[config.mk]
export PLATFORM = sky130hd
export DESIGN_NAME = manchester_frame_rx
export DESIGN_NICKNAME = d
export VERILOG_FILES = /design/src/rtl/manchester_frame_rx.sv
export SDC_FILE = /design/constraint.sdc
export NUM_CORES = 1
export LEC_CHECK = 0
export CAP_MARGIN = 20
export CORE_MARGIN = 2
export CORE_UTILIZATION = 63
export CTS_CLUSTER_DIAMETER = 200
export DETAILED_ROUTE_END_ITERATION = 12
export GPL_TIMING_DRIVEN = 0
export PLACE_DENSITY = 0.84
export SLEW_MARGIN = 20
export SYNTH_ARGS = -nofsm -noshare
export SYNTH_HDL_FRONTEND = slang
export SYNTH_SLANG_ARGS = --single-unit
[constraint.sdc]
create_clock -name aclk -period 6.1 [get_ports aclk]
set_input_delay 0.915 -clock aclk [delete_from_list [all_inputs] [get_ports aclk]]
set_output_delay 0.915 -clock aclk [all_outputs]
set_load 0.005 [all_outputs]
[src/rtl/manchester_frame_rx.sv]
// Framed IEEE 802.3 Manchester receiver: oversampled bit recovery, SFD hunt, length-prefixed
// payload delivered on AXI-Stream with a one-byte hold so the last beat can carry the CRC verdict.
module manchester_frame_rx #(
  parameter int unsigned HALF_BIT_CYCLES = 4,
  parameter logic [7:0]  SFD             = 8'hD5,
  parameter logic [7:0]  CRC_POLY        = 8'h07
) (
  input  logic       aclk,
  input  logic       areset,
  input  logic       manchester_in,
  output logic [7:0] m_axis_tdata,
  output logic       m_axis_tvalid,
  input  logic       m_axis_tready,
  output logic       m_axis_tlast,
  output logic       m_axis_tuser,
  output logic       locked,
  output logic       frame_ok,
  output logic       crc_err,
  output logic       overflow
);

  localparam int unsigned BLANK_CYCLES = 3 * HALF_BIT_CYCLES / 2;
  localparam int unsigned IDLE_LIMIT   = 4 * HALF_BIT_CYCLES;
  localparam int unsigned BLANK_W      = $clog2(BLANK_CYCLES + 1);
  localparam int unsigned IDLE_W       = $clog2(IDLE_LIMIT + 1);

  typedef enum logic [1:0] {HUNT, LEN, PAYLOAD, CRC} state_t;

  state_t              state, state_n;
  logic                sync1, sync2, sync3;
  logic [BLANK_W-1:0]  blank_cnt;
  logic [IDLE_W-1:0]   idle_cnt;
  logic [7:0]          sr;
  logic [2:0]          bcnt;
  logic [7:0]          count;
  logic [7:0]          crc;
  logic [7:0]          hold;
  logic                have_hold;
  logic [7:0]          out_data;
  logic                out_valid, out_last, out_user, ovf_q;

  logic                line_edge, bit_strobe, bit_val, carrier_loss, byte_done;
  logic [7:0]          byte_val;
  logic                push, push_last, push_user, ovf;

  function automatic logic [7:0] crc_step(input logic [7:0] c, input logic b);
    crc_step = {c[6:0], 1'b0} ^ ((c[7] ^ b) ? CRC_POLY : 8'h00);
  endfunction

  assign line_edge    = sync2 ^ sync3;
  assign bit_strobe   = line_edge && (blank_cnt == '0);
  assign bit_val      = sync2;
  assign carrier_loss = !line_edge && (idle_cnt == IDLE_W'(IDLE_LIMIT - 1));
  assign byte_val     = {sr[6:0], bit_val};
  assign byte_done    = bit_strobe && (bcnt == 3'd7);

  always_comb begin
    state_n   = state;
    push      = 1'b0;
    push_last = 1'b0;
    push_user = 1'b0;
    if (carrier_loss) begin
      state_n = HUNT;
    end else begin
      case (state)
        HUNT:    if (bit_strobe && byte_val == SFD) state_n = LEN;
        LEN:     if (byte_done) state_n = (byte_val == 8'h00) ? HUNT : PAYLOAD;
        PAYLOAD: if (byte_done) begin
                   push = have_hold;
                   if (count == 8'd1) state_n = CRC;
                 end
        CRC:     if (byte_done) begin
                   push      = 1'b1;
                   push_last = 1'b1;
                   push_user = (byte_val != crc);
                   state_n   = HUNT;
                 end
        default: state_n = HUNT;
      endcase
    end
    ovf = push && out_valid && !m_axis_tready;
    if (ovf) state_n = HUNT;
  end

  always_ff @(posedge aclk) begin
    if (areset) begin
      state     <= HUNT;
      sync1     <= 1'b0;
      sync2     <= 1'b0;
      sync3     <= 1'b0;
      blank_cnt <= '0;
      idle_cnt  <= '0;
      sr        <= '0;
      bcnt      <= '0;
      count     <= '0;
      crc       <= '0;
      hold      <= '0;
      have_hold <= 1'b0;
      out_data  <= '0;
      out_valid <= 1'b0;
      out_last  <= 1'b0;
      out_user  <= 1'b0;
      ovf_q     <= 1'b0;
    end else begin
      state <= state_n;
      sync1 <= manchester_in;
      sync2 <= sync1;
      sync3 <= sync2;

      // Boundary edges are blanked; the counter runs out before the next mid-bit edge.
      if (bit_strobe)          blank_cnt <= BLANK_W'(BLANK_CYCLES);
      else if (blank_cnt != '0) blank_cnt <= blank_cnt - 1'b1;

      if (line_edge)                          idle_cnt <= '0;
      else if (idle_cnt != IDLE_W'(IDLE_LIMIT)) idle_cnt <= idle_cnt + 1'b1;

      if (carrier_loss || (state != HUNT && state_n == HUNT)) sr <= '0;
      else if (bit_strobe)                                    sr <= byte_val;

      if (state == HUNT)   bcnt <= '0;
      else if (bit_strobe) bcnt <= bcnt + 1'b1;

      if (state == HUNT)
        crc <= '0;
      else if (bit_strobe && (state == LEN || state == PAYLOAD))
        crc <= crc_step(crc, bit_val);

      if (byte_done && state == LEN)     count <= byte_val;
      if (byte_done && state == PAYLOAD) count <= count - 1'b1;

      if (byte_done && state == PAYLOAD && !ovf) begin
        hold      <= byte_val;
        have_hold <= 1'b1;
      end
      if (state_n == HUNT) have_hold <= 1'b0;

      // A push that collides with an accept still loads; only a stalled register drops it.
      if (push && !ovf) begin
        out_valid <= 1'b1;
        out_data  <= hold;
        out_last  <= push_last;
        out_user  <= push_user;
      end else if (out_valid && m_axis_tready) begin
        out_valid <= 1'b0;
      end

      ovf_q <= ovf;
    end
  end

  assign m_axis_tdata  = out_data;
  assign m_axis_tvalid = out_valid;
  assign m_axis_tlast  = out_last;
  assign m_axis_tuser  = out_user;
  assign locked        = (state != HUNT);
  assign overflow      = ovf_q;
  assign frame_ok      = out_valid && m_axis_tready && out_last && !out_user;
  assign crc_err       = out_valid && m_axis_tready && out_last && out_user;

endmodule
Yosys cells after proc, flatten, opt, wreduce, memory -nomap -nowiden

Cells that the tools add are included.

Equality and inequality tests: 9
Add/subtract/negate cells: 4
Mux-type cells: 25
Reduce and logical (&&, ||, !) cells: 36
Bitwise logic cells: 3

Operators with widths:

| kind                | count |
|---|---|
| $logic_and 1x1->1   | 16 |
| $mux 2              | 8 |
| $mux 8              | 2 |
| $mux 1              | 10 |
| $reduce_or 2->1     | 5 |
| $mux 3              | 3 |
| $eq 8x1->1 const B  | 1 |
| $eq 8x8->1 const B  | 1 |
| $logic_not 8->1     | 1 |
| $ne 8x8->1          | 1 |
| $pmux 2 s4          | 1 |
| $reduce_bool 2->1   | 4 |
| $sub 8x1->8 const B | 1 |
| $xor 8x3->8         | 1 |
| $add 5x1->5 const B | 1 |
| $eq 5x4->1 const B  | 1 |
| $ne 5x5->1 const B  | 1 |
| $eq 2x2->1 const B  | 2 |
| $logic_not 1->1     | 4 |
| $logic_not 2->1     | 2 |
| $add 3x1->3 const B | 1 |
| $eq 3x3->1 const B  | 1 |
| $logic_not 3->1     | 1 |
| $reduce_bool 3->1   | 1 |
| other kinds (5)     | 7 |

Logic and storage cells: 95
Output and inout bits: 15
Input bits: 4
Bits in registers: 60

Logic depth before layout (Yosys ltp)

Gate-level depths: netlist (run 1).

Word-level depth: 13
Mapped depth: 9
Gate-level depth less buffers: 7

Least setup slack after synthesis (run 1)

Ideal clock, no wire load.

Kind: input to register
Start point: input port m_axis_tready
End point: register hold[1]
Stages: 6
Path buffers: 1
Library setup time: 0.128 ns
Required time: 5.972 ns
Setup slack: 3.944 ns
Data arrival time: 2.029 ns
Cell sequence: nand2b_1 or4b_4 nor2b_4 buf_6 mux2i_1 nor2_1

Longest elaborated chain between the ends: 4

Ends and longest elaborated chain:

| element                | RTL line | source |
|---|---|---|
| start: declaration     | 13       | `input logic m_axis_tready,` |
| $logic_not 1->1        | 81       | `ovf = push && out_valid && !m_axis_tready;` |
| $logic_and 1x1->1      | 81       |  |
| $logic_not 1->1        | 131      | `if (byte_done && state == PAYLOAD && !ovf) begin` |
| $logic_and 1x1->1      | 131      |  |
| end signal: assignment | 132      | `hold <= byte_val;` |
| end: declaration       | 37       | `logic [7:0] hold;` |

No other way between the ends.
A chain may end at the register's enable or synchronous reset.

Final worst setup path (run 1)

Start point: input port m_axis_tready
End point: output port crc_err

Longest elaborated chain between the ends: 3

Ends and longest elaborated chain:

| element                        | RTL line | source |
|---|---|---|
| $logic_and 1x1->1 (3 in a row) | 158      | `assign crc_err = out_valid && m_axis_tready && out_last && out_user;` |
| end: declaration               | 18       | `output logic crc_err,` |

No other way between the ends.

==> results of run 1 <==
[layer usage]
| layer | global-route usage | share of wire | up-vias | wire length, um |
|---|---|---|---|---|
| met5 | 0 | 0 | - | 0 |
| met4 | 0.134 | 0.021 | 0 | 138 |
| met3 | 0.0464 | 0.057 | 19 | 365 |
| met2 | 0.456 | 0.47 | 69 | 3030 |
| met1 | 0.342 | 0.45 | 1110 | 2900 |
| li1 | - | - | 1169 | - |
[cell usage in the layout (no fill, tap or decap), drive strengths merged, types with 3 or more instances in the layout]
| cell | netlist | routed |
|---|---|---|
| a21o | 3 | 3 |
| a21oi | 13 | 13 |
| nand2 | 15 | 15 |
| mux2i | 31 | 31 |
| inv | 15 | 15 |
| and4 | 3 | 3 |
| bufinv | 0 | 3 |
| buf | 4 | 4 |
| xor2 | 12 | 12 |
| ha | 14 | 14 |
| nor3 | 7 | 7 |
| xnor2 | 5 | 5 |
| dfxtp | 60 | 60 |
| o21a | 3 | 3 |
| o21ai | 5 | 5 |
| nand3 | 13 | 13 |
| nor4 | 12 | 12 |
| clkdlybuf4s50 | 0 | 17 |
| a31oi | 3 | 3 |
| nand2b | 5 | 5 |
| nor2b | 5 | 5 |
| clkbuf | 11 | 23 |
| nor2 | 47 | 47 |
| and3 | 4 | 4 |
| a211oi | 7 | 7 |
[through the flow]
| step | area [um^2] | power (mW) | hold WS [ns] | instances | setup WS [ns] |
|---|---|---|---|---|---|
| floorplan | 2900 | 0.544 | 0.414 | 316 | 3.94 |
| finish | 3380 | 1.02 | 0.454 | 401 | 3.09 |
| detailed placement | 3130 | 0.582 | 0.450 | 385 | 3.08 |
| CTS | 3380 | 1.02 | 0.455 | 401 | 3.08 |
| global route | 3380 | 1.06 | 0.472 | 401 | 3.02 |
| global placement | 3130 | 0.576 | 0.434 | 385 | 3.10 |
[how the worst max path moves through the flow]
| stage | startpoint | to | slack, ns |
|---|---|---|---|
| after global routing | m_axis_tready | crc_err | 3.02 |
| final | m_axis_tready | crc_err | 3.09 |
| after global placement | m_axis_tready | crc_err | 3.10 |
| after floorplan | m_axis_tready | hold[1]$_SDFFE_PP0P_ | 3.94 |
| after detailed placement | m_axis_tready | frame_ok | 3.08 |
| after CTS | m_axis_tready | crc_err | 3.08 |
[worst register-to-register path, stage by stage (launching register included)]
cell,delay (ns)
dfxtp_1,0.34
inv_1,0.17
ha_1,0.18
clkbuf_2,0.20
and4b_1,0.29
nand2_1,0.16
clkbuf_1,0.25
nor4b_2,0.37
a211oi_1,0.12
nor4_1,0.21
[power by group through the flow]
stage                     Combinational [mW]  Clock [mW]  Sequential [mW]
final                                  0.158       0.444            0.418
after global routing                   0.177       0.459            0.420
after CTS                              0.157       0.445            0.418
after detailed placement               0.155           0            0.427
after global placement                 0.149           0            0.427
after floorplan                        0.120           0            0.424
[final cells by class]
cell class | count | area share
multi-input cells | 226 | 0.464
flip-flops and latches | 60 | 0.355
repair buffers | 17 | 0.0503
clock buffers | 12 | 0.0459
clock inverters | 4 | 0.0281
plain buffers | 15 | 0.0211
well taps | 52 | 0.0192
inverters | 15 | 0.0166
[sequential cells by signal, summed over array words and instances, names as in the netlist]
name and count:
bit_val 1, crc 8, m_axis_tuser 1, m_axis_tlast 1, sync1 1, m_axis_tdata 8, idle_cnt 5, hold 8
sync3 1, overflow 1, blank_cnt 3, state 2, bcnt 3, sr 7, have_hold 1, count 8
m_axis_tvalid 1
[kinds of logic after synthesis]
group / count (synthesis)
compound gates: 41
mux: 31
fa+ha+maj: 14
flops: 60
buf+inv: 30
xor+xnor: 17
simple gates: 123
==> impl_metrics.yaml, run 1 <==
run_status:
  run_status: "completed"
placement:
  place_congestion: 0.990
  post-dp-hpwl_um: 4420
  numPortBuffers: 17
setup_path:
  worstPathRequired_ns: 5.18
  critPathBufInv: 2
  critPathKind: "in -> out"
  crit_path_frequent_cell: "clkdlybuf4s50_1"
  r2r_cells: 9
  worstReg2RegStart: "state[0]$_SDFF_PP0_"
  critPathMaxFanout: 2
  end_kind: "output pin"
  r2r_slack_ns: 3.72
  crit_arrival_ns: 2.10
  cp_top_family: "buffers and inverters"
  regToRegEndpoint: "count[7]$_SDFFE_PP0P_"
  critical_path_depth: 4
  crit_chain: "clkdlybuf4s50_1, nand3_1, nor2_1, clkdlybuf4s50_1"
  cp-start-kind: "primary input"
  slowest_delay_ns: 0.50
  slowest_stage: "clkdlybuf4s50_1"
clock_tree:
  clk_pin_slew_ns: 0.06
  cts_resized: 0
  cts_root_buf: "clkbuf_8"
  clkLatencyLatePin_ns: 0.34
  cts_hold_buf: 0
  cts_buffers: 9
  cts_tree: "yes"
  clock_sinks: 60
  htreeDepth: 3
  postCtsSetupRepairBufs: 0
  clk_path_buf_depth: 2
timing:
  rsz0062_at_grt: "false"
  period_share: 0.494
  tightestPinTransition_ns: 0.586
  clock-skew-final_ns: 0.00802
  setup_viol_count_final: 0
  relSlewSlack: 0.606
  drv_slew: 0
  fin_tns_setup_ns: 0
  max_freq_mhz: 332
  layout_min_cycle_time_ns: 3.01
  hold_viol_final: 0
detailed_routing:
  first_pass_iters: 4
  viasPerCell: 5.90
  drt_iter0_markers: 143
  wl_per_cell_um: 16.0
  wl_um: 6430
  vias: 2367
  remaining_drc_errors: 0
  final_antenna_net_count: 0
synth:
  synth_flop_cell: "dfxtp_1"
  avgSynthCellArea_um2: 9.17
  synth.yosys.seq_area_share: 0.415
  ys_seq_elements: 60
  synth_top_family_by_area: "simple AND/OR/NAND/NOR gates"
  synthTopCellsByCount: "dfxtp_1, nor2_1, mux2i_1"
  synthesis.nets: 334
  synth_compound_area_frac: 0.0954
  synth-simple-area-share: 0.225
  synthTopCellsByArea: "dfxtp_1, mux2i_1, ha_1"
  ys_async_sr_fraction: 0
  synthAdderAreaFrac: 0.0604
  syn_area_mm2: 0.00290
  synth_xor_area_frac: 0.0540
  synthCells: 316
  synth-edff-count: 0
  synth.mux.area_fraction: 0.107
  synth.most_common_cell: "dfxtp_1"
  synth_cell_type_count: 47
  yosysTopAreaCell: "dfxtp_1"
  yosysWarnings: 0
  synth_top_area_frac: 0.415
power:
  peakVddDrop_mv: 0.220
  p_clk_frac: 0.435
  switching_power_uw: 261
  swShare: 0.256
  leakage_nw: 1.40
  p_comb_frac: 0.155
  powerDensity_mw_per_mm2: 302
  p_int_uw: 760
  p_seq_frac: 0.410
hold_path:
  whs_path_depth: 1
  holdPathEnd: "bit_val$_SDFF_PP0_"
  hp-class: "reg -> reg"
  min_from: "sync1$_SDFF_PP0_"
layout:
  nFillCells: 320
  antenna_cells: 0
  fin_util: 0.772
  multiInputGateArea_mm2: 0.00157
  drive_gt1_frac: 0.0831
  syn_to_final_growth_pct: 16.8
  nets: 362
  seq_area_mm2: 0.00120
die:
  die_y_um: 71.8
  start_util: 0.661
  core_mm2: 0.00438
  die_area_mm2: 0.00516
  rows: 24
  die_w_um: 71.8
  io-pin-count: 19
global_route:
  gr-total-overflow: 0
  grt_max_degree: 11
  track_usage: 0.273
  grt_pass1_wl_um: 10900
  antenna_found_initial: 0
  grt_pass1_vias: 2300
flow_run:
  cap_violations: 0
No activity file was read; power rests on OpenSTA's default activity.
==> inputs of run 2 (changes only) <==
Settings changed: CORE_UTILIZATION 63 to 58, PLACE_DENSITY 0.84 to 0.78.
Clock period 6.1 ns to 3.1 ns, I/O delays scaled along.
==> impl_metrics.yaml, run 2 (synthesis gave the netlist of run 1 again) <==
clock_tree:
  clock_sinks: 60
  cts_hold_buf: 0
  clkLatencyLatePin_ns: 0.33
  cts_buffers: 9
  cts_tree: "yes"
  cts_resized: 0
  postCtsSetupRepairBufs: 0
  htreeDepth: 3
  clk_path_buf_depth: 2
  clk_pin_slew_ns: 0.06
  cts_root_buf: "clkbuf_8"
die:
  die_area_mm2: 0.00558
  io-pin-count: 19
  die_w_um: 74.7
  rows: 25
  core_mm2: 0.00479
  start_util: 0.605
  die_y_um: 74.7
timing:
  drv_slew: 0
  setup_viol_count_final: 0
  hold_viol_final: 0
  whs_ns: 0.440
  setup_ws_ns: 0.749
  period_share: 0.758
  fin_tns_setup_ns: 0
  tightestPinTransition_ns: 0.608
  rsz0062_at_grt: "false"
  max_freq_mhz: 425
  layout_min_cycle_time_ns: 2.35
  clock-skew-final_ns: 0.00676
  relSlewSlack: 0.595
setup_path:
  worstPathRequired_ns: 3.34
  startpoint: "state[0]$_SDFF_PP0_"
  end_kind: "flop"
  r2r_slack_ns: 0.75
  critPathKind: "reg -> reg"
  critPathMaxFanout: 10
  cp-start-kind: "flop"
  crit_arrival_ns: 2.59
  worstReg2RegStart: "state[0]$_SDFF_PP0_"
  regToRegEndpoint: "count[7]$_SDFFE_PP0P_"
  r2r_cells: 9
global_route:
  track_usage: 0.255
  grt_pass1_wl_um: 10700
  grt_max_degree: 11
  antenna_found_initial: 0
  gr-total-overflow: 0
  grt_pass1_vias: 2251
placement:
  place_congestion: 0.937
  post-dp-hpwl_um: 4390
  dp_slack_ns: 0.796
  place_inst: 400
  numPortBuffers: 17
detailed_routing:
  wl_um: 6270
  vias: 2345
  remaining_drc_errors: 0
  viasPerCell: 5.64
  first_pass_iters: 4
  final_antenna_net_count: 0
  wl_per_cell_um: 15.1
  drt_iter0_markers: 150
power:
  leakage_nw: 1.37
  finalPower_mw: 1.85
  powerDensity_mw_per_mm2: 552
  peakVddDrop_mv: 0.515
hold_path:
  whs_path_depth: 1
  holdPathEnd: "bit_val$_SDFF_PP0_"
  min_from: "sync1$_SDFF_PP0_"
  hp-class: "reg -> reg"
layout:
  final_common_cell: "dfxtp_1"
  final_cell_mix: "dfxtp_1, nor2_1, mux2i_1"
  syn_to_final_growth_pct: 15.8
  drive_gt1_frac: 0.0831
  layoutNonFillerInstCount: 416
  antenna_cells: 0
  nets: 362
flow_run:
  cap_violations: 0
run_status:
  run_status: "completed"
==> run 2: cell count changes in the layout (fill, tap and decap cells not counted), sizes merged <==
cell and delta:
bufinv -2, clkinv +1, clkinvlp +1
==> run 2: critical path: stages (launching register included) <==
cell and delay [ns]:
dfxtp_1 0.32, inv_1 0.15, ha_1 0.17, clkbuf_2 0.19, and4b_1 0.28, nand2_1 0.15, clkbuf_1 0.26, nor4b_2 0.39
a211oi_1 0.13, nor4_1 0.21
==> run 2: through the flow <==
step | utilization | instance area (um^2)
6_report | 0.701 | 3350
5_1_grt | 0.701 | 3350
4_1_cts | 0.701 | 3350
3_5_place_dp | 0.659 | 3150
3_3_place_gp | 0.659 | 3150
2_1_floorplan | - | 2900
==> run 2: worst max-delay path by stage <==
stage	to	slack, ns	depth (start not counted)
after floorplan	hold[1]$_SDFFE_PP0P_	1.15	8
after global placement	count[7]$_SDFFE_PP0P_	0.84	9
after detailed placement	count[5]$_SDFFE_PP0P_	0.80	9
after CTS	count[7]$_SDFFE_PP0P_	0.76	9
after global routing	count[7]$_SDFFE_PP0P_	0.48	9
final	count[7]$_SDFFE_PP0P_	0.75	9
==> run 2: area by class of cell <==
cell class | instances | area (um^2)
inverter | 15 | 56.3
timing repair buffer | 17 | 170
clock buffer | 12 | 155
fill | 373 | 1430
buffer | 15 | 71.3
tap | 67 | 83.8
sequential | 60 | 1200
clock inverter | 4 | 47.5
multi-input combinational | 226 | 1570
==> run 2: where the power goes <==
part           leakage [nW]  internal (mW)  switching [mW]
Clock                 0.102          0.413           0.301
Sequential            0.485          0.801          0.0213
Combinational         0.785          0.117           0.198
==> run 2: routing by layer <==
metal | GRT usage | share of wire | up-vias
met3 | 0.0723 | 0.044 | 13
met2 | 0.406 | 0.46 | 61
met1 | 0.326 | 0.48 | 1110
met4 | 0.105 | 0.021 | 0
met5 | 0 | 0 | -
li1 | - | - | 1161
